--- src/rtl/bcd_count_display.sv ---
// Up/down BCD counter with prescaled stepping, validated synchronous load and a
// registered seven-segment decode of the count (optional leading-zero blanking).
module bcd_count_display #(
    parameter int DIGITS     = 4,
    parameter int TOP        = 9999,
    parameter int DIV        = 1,
    parameter int ACTIVE_LOW = 1,
    parameter int BLANK_LZ   = 1
) (
    input  logic                  clk,
    input  logic                  rst_n,
    input  logic                  en,
    input  logic                  up,
    input  logic                  load,
    input  logic [4*DIGITS-1:0]   load_val,
    output logic [4*DIGITS-1:0]   count,
    output logic [7*DIGITS-1:0]   seg,
    output logic                  wrap,
    output logic                  load_err
);

    localparam int CW = 4 * DIGITS;
    localparam int SW = 7 * DIGITS;
    localparam int PW = 17;

    function automatic logic [CW-1:0] int_to_bcd(input int v);
        logic [CW-1:0] r;
        int t;
        r = '0;
        t = v;
        for (int k = 0; k < DIGITS; k++) begin
            r[4*k +: 4] = 4'(t % 10);
            t = t / 10;
        end
        return r;
    endfunction

    function automatic logic [6:0] seg_pattern(input logic [3:0] d);
        case (d)
            4'd0:    return 7'h3F;
            4'd1:    return 7'h06;
            4'd2:    return 7'h5B;
            4'd3:    return 7'h4F;
            4'd4:    return 7'h66;
            4'd5:    return 7'h6D;
            4'd6:    return 7'h7D;
            4'd7:    return 7'h07;
            4'd8:    return 7'h7F;
            4'd9:    return 7'h6F;
            default: return 7'h00;
        endcase
    endfunction

    // Walk from the most significant digit so "any nonzero digit at or above k" is known.
    function automatic logic [SW-1:0] decode(input logic [CW-1:0] c);
        logic [SW-1:0] r;
        logic [6:0]    bits;
        logic          nz;
        r  = '0;
        nz = 1'b0;
        for (int k = DIGITS - 1; k >= 0; k--) begin
            nz   = nz | (c[4*k +: 4] != 4'd0);
            bits = seg_pattern(c[4*k +: 4]);
            if (BLANK_LZ != 0 && k > 0 && !nz) bits = 7'h00;
            r[7*k +: 7] = (ACTIVE_LOW != 0) ? ~bits : bits;
        end
        return r;
    endfunction

    function automatic logic [CW-1:0] bcd_inc(input logic [CW-1:0] c);
        logic [CW-1:0] r;
        logic          carry;
        r     = c;
        carry = 1'b1;
        for (int k = 0; k < DIGITS; k++) begin
            if (carry) begin
                if (c[4*k +: 4] == 4'd9) begin
                    r[4*k +: 4] = 4'd0;
                end else begin
                    r[4*k +: 4] = c[4*k +: 4] + 4'd1;
                    carry       = 1'b0;
                end
            end
        end
        return r;
    endfunction

    function automatic logic [CW-1:0] bcd_dec(input logic [CW-1:0] c);
        logic [CW-1:0] r;
        logic          borrow;
        r      = c;
        borrow = 1'b1;
        for (int k = 0; k < DIGITS; k++) begin
            if (borrow) begin
                if (c[4*k +: 4] == 4'd0) begin
                    r[4*k +: 4] = 4'd9;
                end else begin
                    r[4*k +: 4] = c[4*k +: 4] - 4'd1;
                    borrow      = 1'b0;
                end
            end
        end
        return r;
    endfunction

    localparam logic [CW-1:0] TOP_BCD   = int_to_bcd(TOP);
    localparam logic [SW-1:0] RESET_SEG = decode({CW{1'b0}});
    localparam logic [PW-1:0] PRE_LAST  = PW'(DIV - 1);

    logic [CW-1:0] count_q, count_d;
    logic [PW-1:0] presc_q, presc_d;
    logic [SW-1:0] seg_q, seg_d;
    logic          wrap_q, wrap_d;
    logic          load_err_q, load_err_d;
    logic          load_ok;
    logic          at_end;

    always_comb begin
        load_ok = (load_val <= TOP_BCD);
        for (int k = 0; k < DIGITS; k++) begin
            if (load_val[4*k +: 4] > 4'd9) load_ok = 1'b0;
        end
    end

    assign at_end = (presc_q == PRE_LAST);

    // A load, accepted or rejected, suppresses any step in the same cycle.
    always_comb begin
        count_d    = count_q;
        presc_d    = presc_q;
        wrap_d     = 1'b0;
        load_err_d = 1'b0;
        seg_d      = decode(count_q);
        if (load) begin
            if (load_ok) begin
                count_d = load_val;
                presc_d = '0;
            end else begin
                load_err_d = 1'b1;
            end
        end else if (en) begin
            presc_d = at_end ? '0 : presc_q + PW'(1);
            if (at_end) begin
                if (up) begin
                    if (count_q == TOP_BCD) begin
                        count_d = '0;
                        wrap_d  = 1'b1;
                    end else begin
                        count_d = bcd_inc(count_q);
                    end
                end else begin
                    if (count_q == '0) begin
                        count_d = TOP_BCD;
                        wrap_d  = 1'b1;
                    end else begin
                        count_d = bcd_dec(count_q);
                    end
                end
            end
        end
    end

    always_ff @(posedge clk or negedge rst_n) begin
        if (!rst_n) begin
            count_q    <= '0;
            presc_q    <= '0;
            seg_q      <= RESET_SEG;
            wrap_q     <= 1'b0;
            load_err_q <= 1'b0;
        end else begin
            count_q    <= count_d;
            presc_q    <= presc_d;
            seg_q      <= seg_d;
            wrap_q     <= wrap_d;
            load_err_q <= load_err_d;
        end
    end

    assign count    = count_q;
    assign seg      = seg_q;
    assign wrap     = wrap_q;
    assign load_err = load_err_q;

endmodule

--- config.mk ---
export PLATFORM = sky130hd
export DESIGN_NAME = bcd_count_display
export DESIGN_NICKNAME = d
export VERILOG_FILES = /design/src/rtl/bcd_count_display.sv
export SDC_FILE = /design/constraint.sdc
export NUM_CORES = 1
export LEC_CHECK = 0
export BUFFER_PORTS_ARGS = -buffer_cell sky130_fd_sc_hd__buf_2
export CAP_MARGIN = 10
export CORE_MARGIN = 2
export CORE_UTILIZATION = 60
export DETAILED_ROUTE_END_ITERATION = 10
export PLACE_DENSITY = 0.88
export SLEW_MARGIN = 30
export SYNTH_ARGS = -nofsm -noshare
export SYNTH_HDL_FRONTEND = slang
export SYNTH_SLANG_ARGS = --single-unit
--- constraint.sdc ---
create_clock -name clk -period 4.2 [get_ports clk]
set_clock_uncertainty 0.2 [all_clocks]
set_input_delay 0.21 -clock clk [delete_from_list [all_inputs] [get_ports clk]]
set_output_delay 0.21 -clock clk [all_outputs]
set_load 0.01 [all_outputs]
==> out/qor_table.md <==
| Group | Item | This run |
|:---|:---|:---|
| clocking | Clock transition time at the flip-flop clock pins of the worst setup and hold paths | 0.07 ns |
| finish | Layout-stage area growth over the synthesis result | 15.06% |
| logic synthesis | Post-Syn Instances | 460 |
| timing | Final setup violation count | 0 |
| timing | Worst max-slew margin expressed relative to the limit | 39.93% |
| routing | Via Count | 3804 |
| logic synthesis | Avg Synthesized Cell Area | 8.723 um^2 |
| floorplan | Width of the die | 85.78 um |
| clocking | TritonCTS clock tree | built |
| finish | Nets | 568 |
| placed design | Routability congestion estimate from global placement | 0.9501 |
| power | Comb power frac | 47.2% |
| outcome | Violated checks | DRC |
| logic synthesis | Ys Warns | 0 |
| clocking | TritonCTS sink count | 63 |
| critical path | Crit path largest cell delay | 0.52 ns |
| clocking | Total clock buffers created by CTS | 9 |
| clocking | Number of cells upsized or downsized after cts | 0 |
| critical path | Buffers and inverters on the worst path | 1 |
| power | Part of the total power dissipated in sequential elements | 36.2% |
| routing | Detailed Route Iter0 Violations | 393 |
| logic synthesis | Primary flip-flop cell chosen by synthesis mapping | sky130_fd_sc_hd__dfrtp_1 |
| power | Static leakage power | 2.091 nW |
| timing | Unrepaired setup endpoints after global routing | false |
| clocking | Number of buffers on the longest clock path | 2 |
| critical path | Worst Path Class, Setup | reg -> reg |
| logic synthesis | Fraction of synthesized cell area taken by the top area cell type | 25.57% |
| critical path | Maximum fanout count along the critical path | 9 |
| floorplan | Number of placed I/O pins | 67 |
| floorplan | Effective utilization at floorplan | 62.48% |
| critical path | Data arrival time of the worst path | 2.94 ns |
| clocking | Clk_lat worst skew | 0.35 ns |
| critical path | Largest delay share family, worst path | simple AND/OR/NAND/NOR gates |
| timing | Worst hold slack | 0.008138 ns |
| power | Switching power total | 1.443 mW |
| grt | Wire length of the first global-routing pass | 16510 um |
| critical path | Critical path data required time | 4.23 ns |
| critical path | Slowest cell on the critical path | sky130_fd_sc_hd__nor3b_1 |
| floorplan | Die boundary height | 85.78 um |
| logic synthesis | Post-synthesis register bit count | 63 |
| routing | Average detailed-routed wire length per instance | 16.40 um |
| power | Switching power as a share of total power | 43.50% |
| outcome | Status | finished with violations |
| grt | Vias in the first global route | 3514 |
| placed design | Final HPWL from detailed placement | 6751 um |
| floorplan | Die area | 0.007358 mm^2 |
| timing | Final-report max-slew violation count | 0 |
| timing | Highest Clock Rate | 344.3 MHz |
| worst hold path | Hold WC Path Type | in -> reg |
| timing | Shortest clock period the worst path allows after layout | 2.905 ns |
| timing | Actual slew at the worst max-slew pin | 0.8978 ns |
| timing | Final cycle utilization of the critical path | 69.16% |
| placed design | Buffers on Ports | 66 |
| grt | Remaining global-route overflow | 0 |
| floorplan | Core ar. | 0.006422 mm^2 |
| finish | Antenna diode count | 0 |
| floorplan | Cell row count | 29 |
| logic synthesis | Syn Nets | 507 |
| critical path | Startpoint class of the critical path | flop |
| routing | Number of remaining DRC errors | 5 |
| logic synthesis | Cell area after synthesis | 0.004013 mm^2 |
| timing | Sum of negative setup slack | 0 ns |
| critical path | Kind of end point of the critical path | flop |
| critical path | Critical path, cell by cell | inv_1 > ha_1 > nor3b_1 > a21boi_0 > or3_1 > mux2_4 |
| grt | Initial antenna violation count | 0 |
| clocking | CTS Root Buffer Type | sky130_fd_sc_hd__clkbuf_8 |
| logic synthesis | Library cell with the largest summed area after synthesis | sky130_fd_sc_hd__dfrtp_1 |
| grt | GRT Total Usage | 27.95% |
| routing | Wirelength, routed | 9889 um |
| timing | Number of hold-slack violations in the final timing report | 0 |
| power | Pwr per Cell Area | 718.3 mW/mm^2 |
| logic synthesis | Count of flip-flops with a built-in enable after synthesis | 0 |
| run | Number of maximum-capacitance violations | 0 |
| power | Internal power component | 1.874 mW |
| power | Worst-case vdd ir drop | 0.4422 mV |
| logic synthesis | Async SR Flop Fraction | 100.0% |
| routing | Detailed Routing Iterations Pass 1 | 10 |
| logic synthesis | Top cells by area, synth | sky130_fd_sc_hd__dfrtp_1, sky130_fd_sc_hd__dfstp_2, sky130_fd_sc_hd__ha_1 |
| finish | Ratio of cells with drive above 1 in the final layout | 23.19% |
| grt | Pin count of the biggest net entering global routing | 64 |
| logic synthesis | Sequential fraction of the synthesis area | 39.98% |
| clocking | H-Tree Depth | 3 |
| logic synthesis | Post-synthesis cell type count | 57 |
| routing | Post-DRT Antenna Nets | 0 |
| routing | Via density per instance | 6.308 |
| power | Clock Power Share | 16.6% |
metal layers:
layer	track usage [%]	share of wire (%)	vias up
met5	0	0	-
met4	11.11	2.4	0
met3	4.427	8.5	24
met2	44.96	47	214
met1	38.10	42	1792
li1	-	-	1774
power by group through the flow:
stage	Combinational [mW]	Sequential (mW)	Clock [mW]
6_report	1.57	1.20	0.551
5_1_grt	1.75	1.24	0.582
4_1_cts	1.55	1.19	0.557
3_5_place_dp	1.54	1.20	0
3_3_place_gp	1.48	1.18	0
2_1_floorplan	1.08	1.17	0
timing repair:
action | in CTS | in global routing
endpoints found under the hold margin | 44 | 0
hold buffers | 4 | 0
setup buffers | 0 | 0
per-stage QoR:
stage               area, um^2  cells  total power [mW]  setup slack [ns]  util [%]
floorplan                 4013    460             2.251             1.533         -
global placement          4359    583             2.660             1.418     67.87
detailed placement        4363    583             2.735             1.356     67.93
CTS                       4611    603             3.302             1.316     71.79
global route              4617    603             3.574             1.051     71.89
finish                    4617    603             3.316             1.295     71.89
path summary, 6_finish.rpt:
check / slack (ns) / to / start / cells after the start
worst max-delay path: 1.30 / count[10]$_DFFE_PN0P_ / count[4]$_DFFE_PN0P_ / 6
worst max register to register: 1.30 / count[10]$_DFFE_PN0P_ / count[4]$_DFFE_PN0P_ / 6
min in group asynchronous: 0.38 / count[13]$_DFFE_PN0P_ / rst_n / 3
max in group asynchronous: 2.92 / presc_q[14]$_DFFE_PN0P_ / rst_n / 3
worst min-delay path: 0.008 / count[7]$_DFFE_PN0P_ / load_val[7] / 3
worst min register to register: 0.33 / presc_q[11]$_DFFE_PN0P_ / presc_q[11]$_DFFE_PN0P_ / 1
synthesized netlist by cell type, types with 3 or more instances:
cell type and number:
sky130_fd_sc_hd__o21ai_0 54, sky130_fd_sc_hd__nand4_1 4, sky130_fd_sc_hd__nor4_1 4, sky130_fd_sc_hd__a21oi_1 36
sky130_fd_sc_hd__mux2_4 3, sky130_fd_sc_hd__or3_1 7, sky130_fd_sc_hd__o211ai_1 4, sky130_fd_sc_hd__clkbuf_1 19
sky130_fd_sc_hd__a22o_1 4, sky130_fd_sc_hd__mux2_2 4, sky130_fd_sc_hd__nor3b_1 5, sky130_fd_sc_hd__nor3_1 14
sky130_fd_sc_hd__o31ai_1 3, sky130_fd_sc_hd__nor2_1 37, sky130_fd_sc_hd__dfrtp_1 41, sky130_fd_sc_hd__a21o_1 4
sky130_fd_sc_hd__xor2_1 4, sky130_fd_sc_hd__nand2b_1 6, sky130_fd_sc_hd__a31oi_1 10, sky130_fd_sc_hd__nor2b_1 5
sky130_fd_sc_hd__dfstp_2 22, sky130_fd_sc_hd__xnor2_1 4, sky130_fd_sc_hd__nand3_1 13, sky130_fd_sc_hd__mux2i_1 8
sky130_fd_sc_hd__inv_1 26, sky130_fd_sc_hd__a221oi_1 4, sky130_fd_sc_hd__ha_1 26, sky130_fd_sc_hd__or4_1 3
sky130_fd_sc_hd__nand2_1 49
cells in the final DEF, fill, tap and decap left out, types with 3 or more instances in the layout:
master / n
sky130_fd_sc_hd__nor2b_1: 5
sky130_fd_sc_hd__inv_1: 26
sky130_fd_sc_hd__dlygate4sd3_1: 4
sky130_fd_sc_hd__nor3_1: 14
sky130_fd_sc_hd__or3_1: 7
sky130_fd_sc_hd__o211ai_1: 4
sky130_fd_sc_hd__buf_2: 66
sky130_fd_sc_hd__nor2_1: 37
sky130_fd_sc_hd__nand2_1: 49
sky130_fd_sc_hd__nand2b_1: 6
sky130_fd_sc_hd__a21oi_1: 35
sky130_fd_sc_hd__dfrtp_1: 41
sky130_fd_sc_hd__o21ai_0: 54
sky130_fd_sc_hd__nor3b_1: 5
sky130_fd_sc_hd__or4_1: 3
sky130_fd_sc_hd__mux2i_1: 8
sky130_fd_sc_hd__xnor2_1: 4
sky130_fd_sc_hd__nand3_1: 13
sky130_fd_sc_hd__a31oi_1: 10
sky130_fd_sc_hd__xor2_1: 4
sky130_fd_sc_hd__nor4_1: 3
sky130_fd_sc_hd__a21o_1: 4
sky130_fd_sc_hd__o31ai_1: 3
sky130_fd_sc_hd__nand4_1: 4
sky130_fd_sc_hd__clkbuf_8: 11
sky130_fd_sc_hd__dfstp_2: 22
sky130_fd_sc_hd__a221oi_1: 4
sky130_fd_sc_hd__ha_1: 26
sky130_fd_sc_hd__mux2_2: 4
sky130_fd_sc_hd__a22o_1: 4
sky130_fd_sc_hd__mux2_4: 3
worst register-to-register path: stages, from the launching register on:
cell,delay [ns]
sky130_fd_sc_hd__dfrtp_1,0.48
sky130_fd_sc_hd__inv_1,0.19
sky130_fd_sc_hd__ha_1,0.26
sky130_fd_sc_hd__nor3b_1,0.52
sky130_fd_sc_hd__a21boi_0,0.29
sky130_fd_sc_hd__or3_1,0.50
sky130_fd_sc_hd__mux2_4,0.34
cell families (layout without fill, tap and decap cells):
group,after synthesis,in the layout,share of synthesized area [%]
XOR/XNOR,8,8,1.746
flip-flops,63,63,39.97
AO/OA/AOI/OAI,139,139,20.95
buffers and inverters,47,113,4.615
AND/OR/NAND/NOR,162,162,20.36
adder cells (fa/ha/maj),26,26,8.107
multiplexers,15,15,4.241
final cells by class:
type / instances / area, um^2
flip-flops and latches: 63 / 1604
fillers: 488 / 1805
clock inverters: 5 / 56.30
clock buffers: 11 / 151.4
multi-input cells: 350 / 2233
well taps: 77 / 96.34
repair buffers: 71 / 377.9
inverters: 26 / 97.59
state kept, by name, indices dropped and copies added, names as in the netlist:
name	flops
count	16
load_err	1
presc_q	17
seg	28
wrap	1
Power figures use the tool's default switching activity.
